[config.mk]
export PLATFORM = sky130hd
export DESIGN_NAME = sliced_addsub16_seq
export DESIGN_NICKNAME = d
export VERILOG_FILES = /design/src/rtl/sliced_addsub16_seq.sv
export SDC_FILE = /design/constraint.sdc
export NUM_CORES = 1
export LEC_CHECK = 0
export BUFFER_PORTS_ARGS = -buffer_cell sky130_fd_sc_hd__clkbuf_2
export CAP_MARGIN = 5
export CORE_ASPECT_RATIO = 0.8
export CORE_UTILIZATION = 50
export CTS_CLUSTER_DIAMETER = 150
export DETAILED_ROUTE_END_ITERATION = 8
export PLACE_DENSITY = 0.72
export SLEW_MARGIN = 10
export SYNTH_ARGS = -nofsm -noshare
export SYNTH_HDL_FRONTEND = slang
export SYNTH_SLANG_ARGS = --single-unit
[constraint.sdc]
create_clock -name clk -period 3.42 [get_ports clk]
set_input_delay 0.855 -clock clk [delete_from_list [all_inputs] [get_ports clk]]
set_output_delay 0.855 -clock clk [all_outputs]
set_load 0.02 [all_outputs]
[src/rtl/sliced_addsub16_seq.sv]
// Multi-cycle adder/subtractor that processes one SLICE-bit partition per clock and
// carries the ripple carry/borrow through a register between slices.
module sliced_addsub16_seq #(
   parameter int WIDTH = 16,
   parameter int SLICE = 5
) (
   input  logic             clk,
   input  logic             rst,
   input  logic             in_valid,
   output logic             in_ready,
   input  logic [WIDTH-1:0] in_a,
   input  logic [WIDTH-1:0] in_b,
   input  logic             in_sub,
   input  logic             in_ci,
   output logic             out_valid,
   input  logic             out_ready,
   output logic [WIDTH-1:0] out_sum,
   output logic             out_co,
   output logic             out_ovf
);

   localparam int NUM_SLICES = (WIDTH + SLICE - 1) / SLICE;
   localparam int LAST_W     = WIDTH - (NUM_SLICES - 1) * SLICE;
   localparam int IW         = (NUM_SLICES > 1) ? $clog2(NUM_SLICES) : 1;
   localparam int OW         = $clog2(WIDTH + SLICE);
   localparam int SW         = SLICE + 1;
   localparam logic [IW-1:0]    LAST_IDX   = IW'(NUM_SLICES - 1);
   localparam logic [WIDTH-1:0] SLICE_ONES = WIDTH'({SLICE{1'b1}});

   typedef enum logic [1:0] {
      IDLE,
      RUN,
      DONE
   } state_t;

   state_t           state;
   state_t           state_nx;
   logic [IW-1:0]    idx;
   logic             carry;
   logic [WIDTH-1:0] a_q;
   logic [WIDTH-1:0] b_q;
   logic             sub_q;
   logic [WIDTH-1:0] sum_q;
   logic             co_q;
   logic             ovf_q;

   logic [OW-1:0]    offset;
   logic [WIDTH-1:0] a_sh;
   logic [WIDTH-1:0] b_sh;
   logic [SLICE:0]   slice_sum;
   logic             slice_co;
   logic [WIDTH-1:0] wmask;
   logic [WIDTH-1:0] wdata;
   logic [WIDTH-1:0] sum_nx;

   // Slice datapath; on the narrow final slice the shifted-in zeros above LAST_W
   // leave the carry at bit LAST_W, and those upper sum bits shift past the MSB.
   always_comb begin
      offset    = OW'(idx) * OW'(SLICE);
      a_sh      = a_q >> offset;
      b_sh      = b_q >> offset;
      slice_sum = {1'b0, a_sh[SLICE-1:0]} + {1'b0, b_sh[SLICE-1:0]} + SW'(carry);
      slice_co  = (idx == LAST_IDX) ? slice_sum[LAST_W] : slice_sum[SLICE];
      wmask     = SLICE_ONES << offset;
      wdata     = WIDTH'(slice_sum[SLICE-1:0]) << offset;
      sum_nx    = (sum_q & ~wmask) | (wdata & wmask);
   end

   always_ff @(posedge clk or posedge rst) begin
      if (rst) begin
         state <= IDLE;
      end else begin
         state <= state_nx;
      end
   end

   always_comb begin
      state_nx = state;
      case (state)
         IDLE:    if (in_valid) state_nx = RUN;
         RUN:     if (idx == LAST_IDX) state_nx = DONE;
         DONE:    if (out_ready) state_nx = IDLE;
         default: state_nx = IDLE;
      endcase
   end

   always_ff @(posedge clk or posedge rst) begin
      if (rst) begin
         idx   <= '0;
         carry <= 1'b0;
         a_q   <= '0;
         b_q   <= '0;
         sub_q <= 1'b0;
         sum_q <= '0;
         co_q  <= 1'b0;
         ovf_q <= 1'b0;
      end else begin
         case (state)
            IDLE: begin
               if (in_valid) begin
                  a_q   <= in_a;
                  b_q   <= in_sub ? ~in_b : in_b;
                  sub_q <= in_sub;
                  carry <= in_ci ^ in_sub;
                  idx   <= '0;
               end
            end
            RUN: begin
               sum_q <= sum_nx;
               carry <= slice_co;
               if (idx == LAST_IDX) begin
                  idx   <= '0;
                  co_q  <= slice_co ^ sub_q;
                  // b_q already holds ~B for subtract, so one equal-sign test covers both modes
                  ovf_q <= (a_q[WIDTH-1] == b_q[WIDTH-1]) && (sum_nx[WIDTH-1] != a_q[WIDTH-1]);
               end else begin
                  idx <= idx + 1'b1;
               end
            end
            default: ;
         endcase
      end
   end

   assign in_ready  = (state == IDLE);
   assign out_valid = (state == DONE);
   assign out_sum   = sum_q;
   assign out_co    = co_q;
   assign out_ovf   = ovf_q;

endmodule

======== Word-level counts from Yosys, hierarchy flattened ========
Index checks and enable logic that the tools add are counted.
operators by class
  $mul .................................... 1
  add/sub/neg operators ................... 3
  reduce and logical (&&, ||, !) cells .... 7
  equal/unequal tests ..................... 8
  shift-type cells ........................ 4
  mux-type cells .......................... 11
  bitwise logic cells ..................... 7
operators by type and width
  operator                                           number
  bitwise AND 16 bit                                 2
  inverter 16 bit                                    2
  >> shifter 16 x 5 -> 5 bit                         2
  2-to-1 mux 16 bit                                  1
  bitwise OR 16 bit                                  1
  << shifter 5 x 5 -> 16 bit                         1
  << shifter 5 x 5 -> 16 bit (first input constant)  1
  2-to-1 mux 2 bit                                   5
  adder 5 x 5 -> 6 bit                               1
  adder 6 x 1 -> 6 bit                               1
  one-hot mux 2 bit (3 select lines)                 1
  AND reduction 2 bit                                3
  multiplier 2 x 3 -> 5 bit (second input constant)  1
  == test 2 bit (second input constant)              2
  != test 2 bit (second input constant)              2
  one-hot mux 2 bit (2 select lines)                 1
  AND reduction 3 bit                                1
  adder 2 x 1 -> 2 bit (second input constant)       1
  == test 2 x 1 -> 1 bit (second input constant)     1
  logical NOT 2 bit                                  1
  2-to-1 mux 1 bit                                   2
  != test 2 x 1 -> 1 bit (second input constant)     1
  one-hot mux 1 bit (2 select lines)                 1
  nonzero test 2 bit                                 1
  other kinds (4)                                    5
word-level totals
  bits in registers ....................... 56
  output and inout port bits .............. 20
  logic and storage cells ................. 50

======== Logic depth before layout (Yosys ltp) ========
Gate-level depths: netlist of the first run.
  depth in word-level cells ............... 9
  depth in mapped cells ................... 10

======== Least setup slack after synthesis of the first run ========
No wires, ideal clock.
  path type ............................... register to register
  start point ............................. register idx[0]
  end point ............................... register with a tool-made name
  library setup time ...................... 110 ps
  required time ........................... 3310 ps
  clock period less this slack ............ 2371 ps
  slack ................................... 1049 ps
  path buffers ............................ 1
  stages on the path, launching flop included .. 7
  data arrival time ....................... 2261 ps
  cells stage by stage .................... dfrtp_1 > buf_4 > mux4_2 > fa_1 > inv_1 > fa_1 > o41ai_1
RTL lines
  what                      RTL line  text
  start: declaration        38        logic [IW-1:0] idx;
  start signal: assignment  117       idx <= idx + 1'b1;

======== Worst setup path after layout of the first run ========
  start point ............................. register idx[0]
  end point ............................... register co_q, in the netlist out_co
between the ends
  longest elaborated chain between the ends .. 6
  elaborated cells on any way between the ends .. 9
ends and longest elaborated chain
  what                                           RTL line  text
  multiplier 2 x 3 -> 5 bit                      59        offset = OW'(idx) * OW'(SLICE);
  >> shifter 16 x 5 -> 5 bit (on tied branches)  60, 61
  adder 5 x 5 -> 6 bit                           62        slice_sum = {1'b0, a_sh[SLICE-1:0]} + {1'b0, b_sh[SLICE-1:0]} + SW'(carry);
  adder 6 x 1 -> 6 bit                           62
  2-to-1 mux 1 bit                               63        slice_co = (idx == LAST_IDX) ? slice_sum[LAST_W] : slice_sum[SLICE];
  bitwise XOR 1 bit                              113       co_q <= slice_co ^ sub_q;
  end signal: assignment                         113
  end: declaration                               44        logic co_q;
Several ways; a longest one is shown, not always the timed one.
A chain may end at the register's enable or synchronous reset.

==> results of run 1 <==
## worst reg2reg max path, delay by kind of cell, from the launching register on
kind	cells	cell delay (ns)
xor gates and xnor gates	1	0.21
buffers and inverters	1	0.09
adders and majority gates	2	0.96
DFF	1	0.59
muxes	1	0.57
AOI/OAI and AO/OA	1	0.23
## routing by layer
metal	vias up	routed length [µm]	global-route usage, %
met3	7	244	4.52
met1	933	2770	27.8
li1	1009	-	-
met4	0	49	5.37
met2	48	2260	28.0
met5	-	0	0
## power by group through the flow
stage          clock, µW  combinational (µW)  sequential [µW]
3_5_place_dp           0                1930             1200
5_1_grt              406                2150             1230
4_1_cts              375                1940             1190
3_3_place_gp           0                1900             1200
2_1_floorplan          0                1490             1190
6_report             368                1930             1190
## cell usage after synthesis, drive strengths merged
| library cell | number | share of area, % |
|---|---|---|
| xor2 | 3 | 0.92 |
| nor3 | 3 | 0.53 |
| nor2 | 26 | 3.7 |
| a21oi | 20 | 3.5 |
| nand2 | 35 | 5.0 |
| and3 | 1 | 0.22 |
| nor2b | 1 | 0.48 |
| ha | 8 | 3.5 |
| a211oi | 1 | 0.26 |
| xnor2 | 18 | 5.5 |
| inv | 9 | 1.2 |
| nand3 | 3 | 0.53 |
| o31ai | 10 | 2.6 |
| mux4 | 2 | 1.6 |
| mux2 | 17 | 6.8 |
| dfrtp | 56 | 49 |
| o22ai | 3 | 0.66 |
| fa | 2 | 1.4 |
| buf | 12 | 3.2 |
| o22a | 1 | 0.31 |
| nand2b | 2 | 0.70 |
| o41ai | 6 | 2.6 |
| o21ai | 12 | 2.1 |
| clkbuf | 2 | 0.39 |
| or2b | 1 | 0.26 |
| mux2i | 8 | 2.8 |
## cells by family after synthesis
group | after synthesis | synth area share (%)
AO/OA/AOI/OAI | 53 | 12.1
adder cells (fa/ha/maj) | 10 | 4.91
flip-flops | 56 | 49.1
buffers and inverters | 23 | 4.78
multiplexers | 27 | 11.2
AND/OR/NAND/NOR | 72 | 11.4
XOR/XNOR | 21 | 6.44
## per-stage QoR
| stage | instance area (µm²) | utilization (%) | hold slack [ns] | total power, µW | setup WS (ns) |
|---|---|---|---|---|---|
| detailed placement | 3170 | 58.0 | 0.466 | 3130 | 0.716 |
| CTS | 3260 | 59.7 | 0.488 | 3500 | 0.715 |
| global placement | 3170 | 58.0 | 0.463 | 3090 | 0.824 |
| finish | 3260 | 59.7 | 0.485 | 3480 | 0.677 |
| global route | 3260 | 59.7 | 0.519 | 3780 | 0.514 |
| floorplan | 2850 | - | 0.476 | 2680 | 1.05 |
## worst max-delay path by stage
stage / cells after the start / startpoint / to
after floorplan: 6 / idx[0]$_DFFE_PP0P_ / register
after global placement: 5 / idx[0]$_DFFE_PP0P_ / register
after detailed placement: 6 / idx[0]$_DFFE_PP0P_ / out_co$_DFFE_PP0P_
after CTS: 6 / idx[0]$_DFFE_PP0P_ / out_co$_DFFE_PP0P_
after global routing: 10 / idx[0]$_DFFE_PP0P_ / register
final: 6 / idx[0]$_DFFE_PP0P_ / out_co$_DFFE_PP0P_
## final cells by class
class / count / area (µm²) / share of cell area [%]
clock buffer: 6 / 82.6 / 2.53
clock inverter: 2 / 10.0 / 0.307
inverter: 9 / 33.8 / 1.03
multi-input combinational: 183 / 1320 / 40.3
sequential: 56 / 1400 / 42.9
tap: 78 / 97.6 / 2.99
timing repair buffer: 62 / 323 / 9.89
==> out/summary.txt, run 1 <==
Status = finished, final reports clean
Post-CTS Resized = 0
Vias post-DR = 1997
Port buffer count = 57
GRT Overall Usage = 18.9%
Worst EP required = 3.63 ns
Worst-path fanout max = 10
Clock Sinks = 56
RSZ-0062 raised after global routing = no
Die Wd = 86.5 µm
Part of the power in the clock network = 10.6%
CORE AREA = 5470 µm²
Cell Chain, Critical Path = mux4_2 -> fa_1 -> inv_1 -> fa_1 -> xor2_1 -> o21ai_0
Dpl cells = 388
First drt pass iteration count = 4
Slowest CP cell = dfrtp_1
Clk buf depth = 2
Row cnt = 24
Switching share of total power = 44.5%
Die height = 69.6 µm
Starting Density = 52.2%
Synth Instances = 262
Post-synthesis sequential area ratio = 49.1%
Int Power = 1930 µW
Worst rel slew slack = 55.8%
Fmax = 364 MHz
DRC Markers = 0
Worst vdd ir = 463 µV
Die Area = 6020 µm²
WL per Instance = 13.4 µm
Number of fillers in the final layout = 478
Worst R2R Start = idx[0]$_DFFE_PP0P_
First-pass GRT wire length = 8.85 mm
Post-Route WL = 5.32 mm
Max-Cap Viols = 0
CP arrival = 2.95 ns
Most frequent cells in the layout = clkbuf_2, dfrtp_1, nand2_1
Initial DRC count = 91
Final setup vio count = 0
Initial antenna violation count = 0
Syn nets = 310
Grt total ovfl = 0
TritonCTS clock tree = built
Number of synthesis warnings = 0
Worst reg-to-reg setup slack = 0.68 ns
Detailed-route vias per instance = 5.04
Share of power burned in registers = 34.1%
Slowest stage delay, CP = 0.59 ns
Setup TNS = 0 ns
Crit path launch type = register
Combinational share of power = 55.3%
Hold_buf cts = 0
Final cell count without fillers = 396
Top Ports = 58
Tightest Pin Transition = 0.662 ns
Power Dens Cells = 1070 nW/µm²
DP HPWL = 3.97 mm
Yosys cell types = 35
Vias in the first global route = 1951
H-tree level count = 2
Slew Viols, Final = 0
Crit path buf inv count = 1
Clk_skew = 0.00440 ns
Clock-pin slew of the registers on the worst-case setup and hold paths = 0.10 ns
Flops & latches, synth = 56
Nets@finish = 365
Post-route clock period utilization = 80.2%
Routed Antenna Nets = 0
Post-Syn Area = 2850 µm²
Post-CTS setup buffer count = 0
ANT cells = 0
Net Sw Power = 1550 µW
TritonCTS buffer count = 5
Family with the most delay on the worst path = adder cells
Most frequent CP cell = fa_1
Worst R2R Path Depth = 6
Clk_lat worst skew = 0.31 ns
Clk root buf = clkbuf_8
Gpl congestion = 0.814
Share of layout cells above drive strength 1 = 31.1%
Syn Area/Cell = 10.9 µm²
Worst Setup End Kind = register
Fin crit period = 2.74 ns
Class of the worst hold path = reg2reg
Worst hold stages = 2
Fin. Hold Viols = 0
Static Leakage = 0.00153 µW
Largest net degree at the start of global routing = 30
CP Class = reg2reg
Commonest non-fill, non-tap cell in the layout = clkbuf_2
Reg-to-Reg End = out_co$_DFFE_PP0P_
Area delta synth->final = 14.4%
Note: power is estimated with default switching activity, not from simulation.
==> run 2: changes to the inputs <==
ABC_AREA = 1   (was not set)
CORE_UTILIZATION = 49   (was 50)
PLACE_DENSITY = 0.73   (was 0.72)
clock period = 2.4 ns   (was 3.42 ns; I/O delays follow)
==> run 2 against run 1 <==
Compared with the run above: fmax grew 19%; total power grew 47%; clock power grew 45%; sequential power grew 37%; sequential share of layout area shrank 1.8 points; wire length grew 16%; die area grew 2.6%; cell count grew 20%; first-iteration DRC count grew 24%; highest routed layer unchanged.
==> out/summary.txt, run 2 <==
Number of synthesis warnings = 0 (unchanged)
Worst Setup End Kind = register (unchanged)
CP arrival = 2.56 ns (was 2.95 ns)
Wire length on met1 = 2.98 mm (was 2.77 mm)
Post-synthesis sequential area ratio = 48.8% (was 49.1%)
Top_reg_cell synth = dfrtp_1 (unchanged)
Syn Area/Cell = 8.59 µm² (was 10.9 µm²)
First-pass GRT wire length = 10.4 mm (was 8.85 mm)
TritonCTS buffer count = 5 (unchanged)
Clk root buf = clkbuf_8 (unchanged)
Die height = 70.5 µm (was 69.6 µm)
CP Class = reg2reg (unchanged)
Grt total ovfl = 0 (unchanged)
Largest cells by area after synthesis = dfrtp_1, nand2_1, o21ai_0 (was dfrtp_1, mux2_2, xnor2_1)
Routed Antenna Nets = 0 (unchanged)
Row cnt = 24 (unchanged)
Share of layout cells above drive strength 1 = 26.8% (was 31.1%)
Clock Sinks = 56 (unchanged)
Met2 WL = 2.81 mm (was 2.26 mm)
Fin crit period = 2.31 ns (was 2.74 ns)
Worst Hold Slack = 0.298 ns (was 0.485 ns)
Tightest Pin Transition = 0.545 ns (was 0.662 ns)
Nets@finish = 446 (was 365)
Starting Density = 51.7% (was 52.2%)
Vias post-DR = 2386 (was 1997)
GRT Overall Usage = 22.0% (was 18.9%)
First drt pass iteration count = 4 (unchanged)
ANT cells = 0 (unchanged)
Port buffer count = 57 (unchanged)
Synth Instances = 334 (was 262)
Async S/R FF share, synth = 100% (unchanged)
Worst vdd ir = 585 µV (was 463 µV)
Vias in the first global route = 2226 (was 1951)
Worst rel slew slack = 63.7% (was 55.8%)
Syn nets = 382 (was 310)
Top Ports = 58 (unchanged)
Worst R2R Path Depth = 12 (was 6)
TritonCTS clock tree = built (unchanged)
Max layer used = met4 (unchanged)
Post-route clock period utilization = 96.3% (was 80.2%)
Worst-path fanout max = 9 (was 10)
Post-Syn Area = 2870 µm² (was 2850 µm²)
Commonest non-fill, non-tap cell in the layout = nand2_1 (was clkbuf_2)
Status = finished, final reports clean (unchanged)
Clk_skew = 0.00782 ns (was 0.00440 ns)
Static Leakage = 0.00176 µW (was 0.00153 µW)
Crit path launch type = register (unchanged)
Initial DRC count = 113 (was 91)
EDFF count, synth = 0 (unchanged)
Worst reg-to-reg setup slack = 0.09 ns (was 0.68 ns)
Area delta synth->final = 19.0% (was 14.4%)
Number of fillers in the final layout = 497 (was 478)
WL met3 = 344 µm (was 244 µm)
Slew Viols, Final = 0 (unchanged)
Final setup vio count = 0 (unchanged)
Post-Route WL = 6.19 mm (was 5.32 mm)
Top-area cell type share of the netlist area = 48.8% (was 49.1%)
Yosys cell types = 33 (was 35)
CORE AREA = 5560 µm² (was 5470 µm²)
Power Dens Cells = 1500 nW/µm² (was 1070 nW/µm²)
Max-Cap Viols = 0 (unchanged)
Design area = 3410 µm² (was 3260 µm²)
Die Wd = 87.6 µm (was 86.5 µm)
Pre-CTS setup slack = 0.0149 ns (was 0.716 ns)
Detailed-route vias per instance = 5.00 (was 5.04)
Class of the worst hold path = in2async (was reg2reg)
Largest net degree at the start of global routing = 44 (was 30)
DRC Markers = 0 (unchanged)
Clk buf depth = 2 (unchanged)
Initial antenna violation count = 0 (unchanged)
Commonest cells post-synth = nand2_1, dfrtp_1, o21ai_0 (was dfrtp_1, nand2_1, nor2_1)
Gpl congestion = 0.889 (was 0.814)
Top-count cell post-synth = nand2_1 (was dfrtp_1)
Cell accounting for the most synthesized area = dfrtp_1 (unchanged)
DP Area = 3270 µm² (was 3170 µm²)
Clock-pin slew of the registers on the worst-case setup and hold paths = 0.10 ns (about the same)
Fin. Hold Viols = 0 (unchanged)
WL per Instance = 13.0 µm (was 13.4 µm)
Worst R2R Start = idx[0]$_DFFE_PP0P_ (unchanged)
DP HPWL = 4.65 mm (was 3.97 mm)
Clk_lat worst skew = 0.30 ns (was 0.31 ns)
Fmax = 433 MHz (was 364 MHz)
Worst EP required = 2.65 ns (was 3.63 ns)
Most frequent cells in the layout = nand2_1, clkbuf_2, dfrtp_1 (was clkbuf_2, dfrtp_1, nand2_1)
Flops & latches, synth = 56 (unchanged)
Final WS setup = 0.0887 ns (was 0.677 ns)
Die Area = 6170 µm² (was 6020 µm²)
H-tree level count = 2 (unchanged)
## run 2: power by group
group | leakage (µW) | internal, µW | switching, µW
Sequential | 0.000710 | 1360 | 265
Clock | 0.0000455 | 236 | 296
Combinational | 0.00100 | 1180 | 1780
## run 2: how the worst max path moves through the flow
stage	slack [ns]	end	start	depth (start not counted)
floorplan	0.05	register	idx[0]$_DFFE_PP0P_	10
global placement	0.10	register	idx[0]$_DFFE_PP0P_	9
detailed placement	0.01	register	idx[0]$_DFFE_PP0P_	9
CTS	0.0007	register	idx[0]$_DFFE_PP0P_	9
global route	-0.000002	register	idx[0]$_DFFE_PP0P_	11
finish	0.09	register	idx[0]$_DFFE_PP0P_	12
## run 2: stage by stage
step	setup TNS, ns	cells	utilization, %	power [µW]
floorplan	0	334	-	3590
global placement	0	466	58.8	4240
detailed placement	0	466	58.8	4350
CTS	0	474	60.4	4870
global route	-0.00000244	477	61.5	5590
finish	0	477	61.5	5120
## run 2: repair_timing
action                     4_1_cts  5_1_grt
resized for setup                0       18
setup buffers                    0        3
setup endpoints to repair        0        8
hold buffers                     0        0
## run 2: area by class of cell
cell class                 instances  area [µm²]  area share [%]
sequential                        56        1400            41.1
multi-input combinational        237        1310            38.4
timing repair buffer              70         403            11.8
inverter                          28         110            3.22
tap                               78        97.6            2.86
clock buffer                       8        90.1            2.64
## run 2: logic make-up after synthesis
family | count (synthesis) | synth area share, %
DFF | 56 | 48.8
AOI/OAI and AO/OA | 64 | 12.4
and+or+nand+nor | 145 | 21.9
buffers and inverters | 41 | 6.50
xor gates and xnor gates | 18 | 5.49
adders and majority gates | 10 | 4.88
## run 2: critical path, cell delays in order (launching register included)
cell      delay (ns)
dfrtp_2         0.47
inv_2           0.10
buf_6           0.15
nor2_1          0.06
o22ai_2         0.17
fa_2            0.25
inv_2           0.05
fa_2            0.39
nand3b_1        0.19
nand3b_1        0.14
buf_4           0.13
nand3_1         0.08
nand2_1         0.07
## run 2: layer usage
metal	vias up	global-route usage [%]
li1	1198	-
met1	1114	32.5
met2	68	33.0
met3	6	4.73
met4	0	5.10
met5	-	0
==> run 3: changes to the inputs <==
SETUP_SLACK_MARGIN = 0.1   (was not set)
clock period = 2.1 ns   (was 2.4 ns; I/O delays follow)
==> run 3 against run 2 <==
Compared with the run above: the run now ends with setup timing left; total power grew 20%; flip-flop and latch count is the same; die area is the same; core utilization grew 1.6 points; clock skew shrank 0.0036 ns; critical path type unchanged; highest routed layer unchanged.
==> out/summary.txt, run 3 (synthesis gave the netlist of run 2 again) <==
Status = complete, but fails checks (was finished, final reports clean)
Failing checks = setup timing
TritonCTS clock tree = built (unchanged)
Grt total ovfl = 0 (unchanged)
Routed Antenna Nets = 0 (unchanged)
Worst vdd ir = 729 µV (was 585 µV)
CP arrival = 2.43 ns (was 2.56 ns)
Initial antenna violation count = 0 (unchanged)
Final WS setup = -0.0822 ns (was 0.0887 ns)
Power Dens Cells = 1750 nW/µm² (was 1500 nW/µm²)
CORE AREA = 5560 µm² (unchanged)
Post-route clock period utilization = 104% (was 96.3%)
Setup TNS = -0.344 ns (was 0 ns)
Worst rel slew slack = 69.5% (was 63.7%)
DRC Markers = 0 (unchanged)
Die Wd = 87.6 µm (unchanged)
Clk_lat worst skew = 0.31 ns (was 0.30 ns)
Die Area = 6170 µm² (unchanged)
Post-Route WL = 6.12 mm (was 6.19 mm)
GRT Overall Usage = 22.2% (was 22.0%)
WL per Instance = 12.7 µm (was 13.0 µm)
Slew Viols, Final = 0 (unchanged)
Worst EP required = 2.35 ns (was 2.65 ns)
Fin. Hold Viols = 0 (unchanged)
Design area = 3500 µm² (was 3410 µm²)
Clock-pin slew of the registers on the worst-case setup and hold paths = 0.09 ns (was 0.10 ns)
CP Class = reg2reg (unchanged)
ANT cells = 0 (unchanged)
Class of the worst hold path = in2async (unchanged)
Final setup vio count = 9 (was 0)
Clock Sinks = 56 (unchanged)
Commonest non-fill, non-tap cell in the layout = nand2_1 (unchanged)
TritonCTS buffer count = 5 (unchanged)
RSZ-0062 raised after global routing = yes
Largest net degree at the start of global routing = 44 (unchanged)
Worst Setup End Kind = register (unchanged)
Max-Cap Viols = 0 (unchanged)
Static Leakage = 0.00180 µW (was 0.00176 µW)
Top Ports = 58 (unchanged)
Vias in the first global route = 2203 (was 2226)
Tightest Pin Transition = 0.456 ns (was 0.545 ns)
Fmax = 458 MHz (was 433 MHz)
Share of layout cells above drive strength 1 = 30.5% (was 26.8%)
Initial DRC count = 135 (was 113)
Port buffer count = 57 (unchanged)
First drt pass iteration count = 4 (unchanged)
DP Area = 3330 µm² (was 3270 µm²)
Detailed-route vias per instance = 4.80 (was 5.00)
Number of fillers in the final layout = 496 (was 497)
Worst-path fanout max = 8 (was 9)
First-pass GRT wire length = 10.4 mm (unchanged)
Area delta synth->final = 22.1% (was 19.0%)
Die height = 70.5 µm (unchanged)
Nets@finish = 453 (was 446)
Clk buf depth = 2 (unchanged)
DP HPWL = 4.58 mm (was 4.65 mm)
Crit path launch type = register (unchanged)
Gpl congestion = 0.797 (was 0.889)
Most frequent cells in the layout = nand2_1, clkbuf_2, dfrtp_1 (unchanged)
H-tree level count = 2 (unchanged)
Pre-CTS setup slack = -0.0884 ns (was 0.0149 ns)
Clk_skew = 0.00424 ns (was 0.00782 ns)
Row cnt = 24 (unchanged)
Slowest CP cell = dfrtp_2 (unchanged)
Vias post-DR = 2325 (was 2386)
Clk root buf = clkbuf_8 (unchanged)
Tot Pwr = 6140 µW (was 5120 µW)
Starting Density = 51.7% (unchanged)
Cell Chain, Critical Path = buf_4 -> or2_2 -> o211ai_1 -> o21ai_4 -> inv_2 -> fa_2 -> or2_4 -> o21ai_2 (was inv_2 -> buf_6 -> nor2_1 -> o22ai_2 -> fa_2 -> inv_2 -> fa_2 -> nand3b_1 -> nand3b_1 -> buf_4 -> nand3_1 -> nand2_1)
Fin crit period = 2.18 ns (was 2.31 ns)
Hold_buf cts = 0 (unchanged)
Slowest stage delay, CP = 0.49 ns (was 0.47 ns)
==> run 3: cell types whose count changed in the layout (fill, tap and decap cells not counted), moves of 2 or more <==
cell     before  now
o21ai_0      35   32
o21ai_2       1    3
inv_1        20   18
buf_4        10   18
==> run 3: metal layers <==
layer / GRT usage (%) / part of all wire (%) / routed length, µm
met1: 33.5 / 52 / 3200
met2: 32.3 / 43 / 2610
met3: 4.37 / 3.9 / 241
met4: 6.01 / 1.2 / 76
met5: 0 / 0 / 0
==> run 3: area by class of cell <==
class / count / area (µm²) / area share [%]
flip-flops and latches: 56 / 1400 / 40.1
multi-input cells: 237 / 1360 / 38.9
repair buffers: 77 / 443 / 12.6
inverters: 28 / 115 / 3.29
well taps: 78 / 97.6 / 2.79
clock buffers: 7 / 76.3 / 2.18
clock inverters: 1 / 5.00 / 0.143
==> run 3: worst max-delay path: cells and delay by family (launching register included) <==
family                     cells  cell delay, ns
adders and majority gates      1            0.44
AOI/OAI and AO/OA              3            0.37
buffers and inverters          2            0.27
and+or+nand+nor                2            0.54
DFF                            1            0.49
==> run 3: final timing paths <==
check	startpoint	to	slack, ns	cells after the start
max	idx[0]$_DFFE_PP0P_	register	-0.08	8
min	rst	a_q[12]$_DFFE_PP0P_	0.20	2
max reg2reg	idx[0]$_DFFE_PP0P_	register	-0.08	8
min reg2reg	a_q[1]$_DFFE_PP0P_	a_q[1]$_DFFE_PP0P_	0.48	2
max in group asynchronous	rst	b_q[7]$_DFFE_PP0P_	1.30	3
min in group clk	out_ready	state[1]$_DFFE_PP0P_	0.39	2
==> run 3: where the power goes <==
| part | internal [µW] | switching (µW) |
|---|---|---|
| Clock | 235 | 339 |
| Combinational | 1550 | 2150 |
| Sequential | 1560 | 310 |
| Total | 3340 | 2800 |
==> run 3: stage by stage <==
| step | std cells | util [%] | hold slack, ns |
|---|---|---|---|
| after detailed placement | 472 | 59.9 | 0.460 |
| after CTS | 480 | 61.4 | 0.205 |
| after global placement | 472 | 59.9 | 0.461 |
| final | 484 | 63.1 | 0.197 |
| after global routing | 484 | 63.1 | 0.225 |
| after floorplan | 334 | - | 0.441 |
==> run 3: repair_timing <==
action / in CTS / in global routing
resized for setup: 2 / 19
setup endpoints to repair: 13 / 15
pin swaps: 4 / 7
setup buffers: 0 / 4
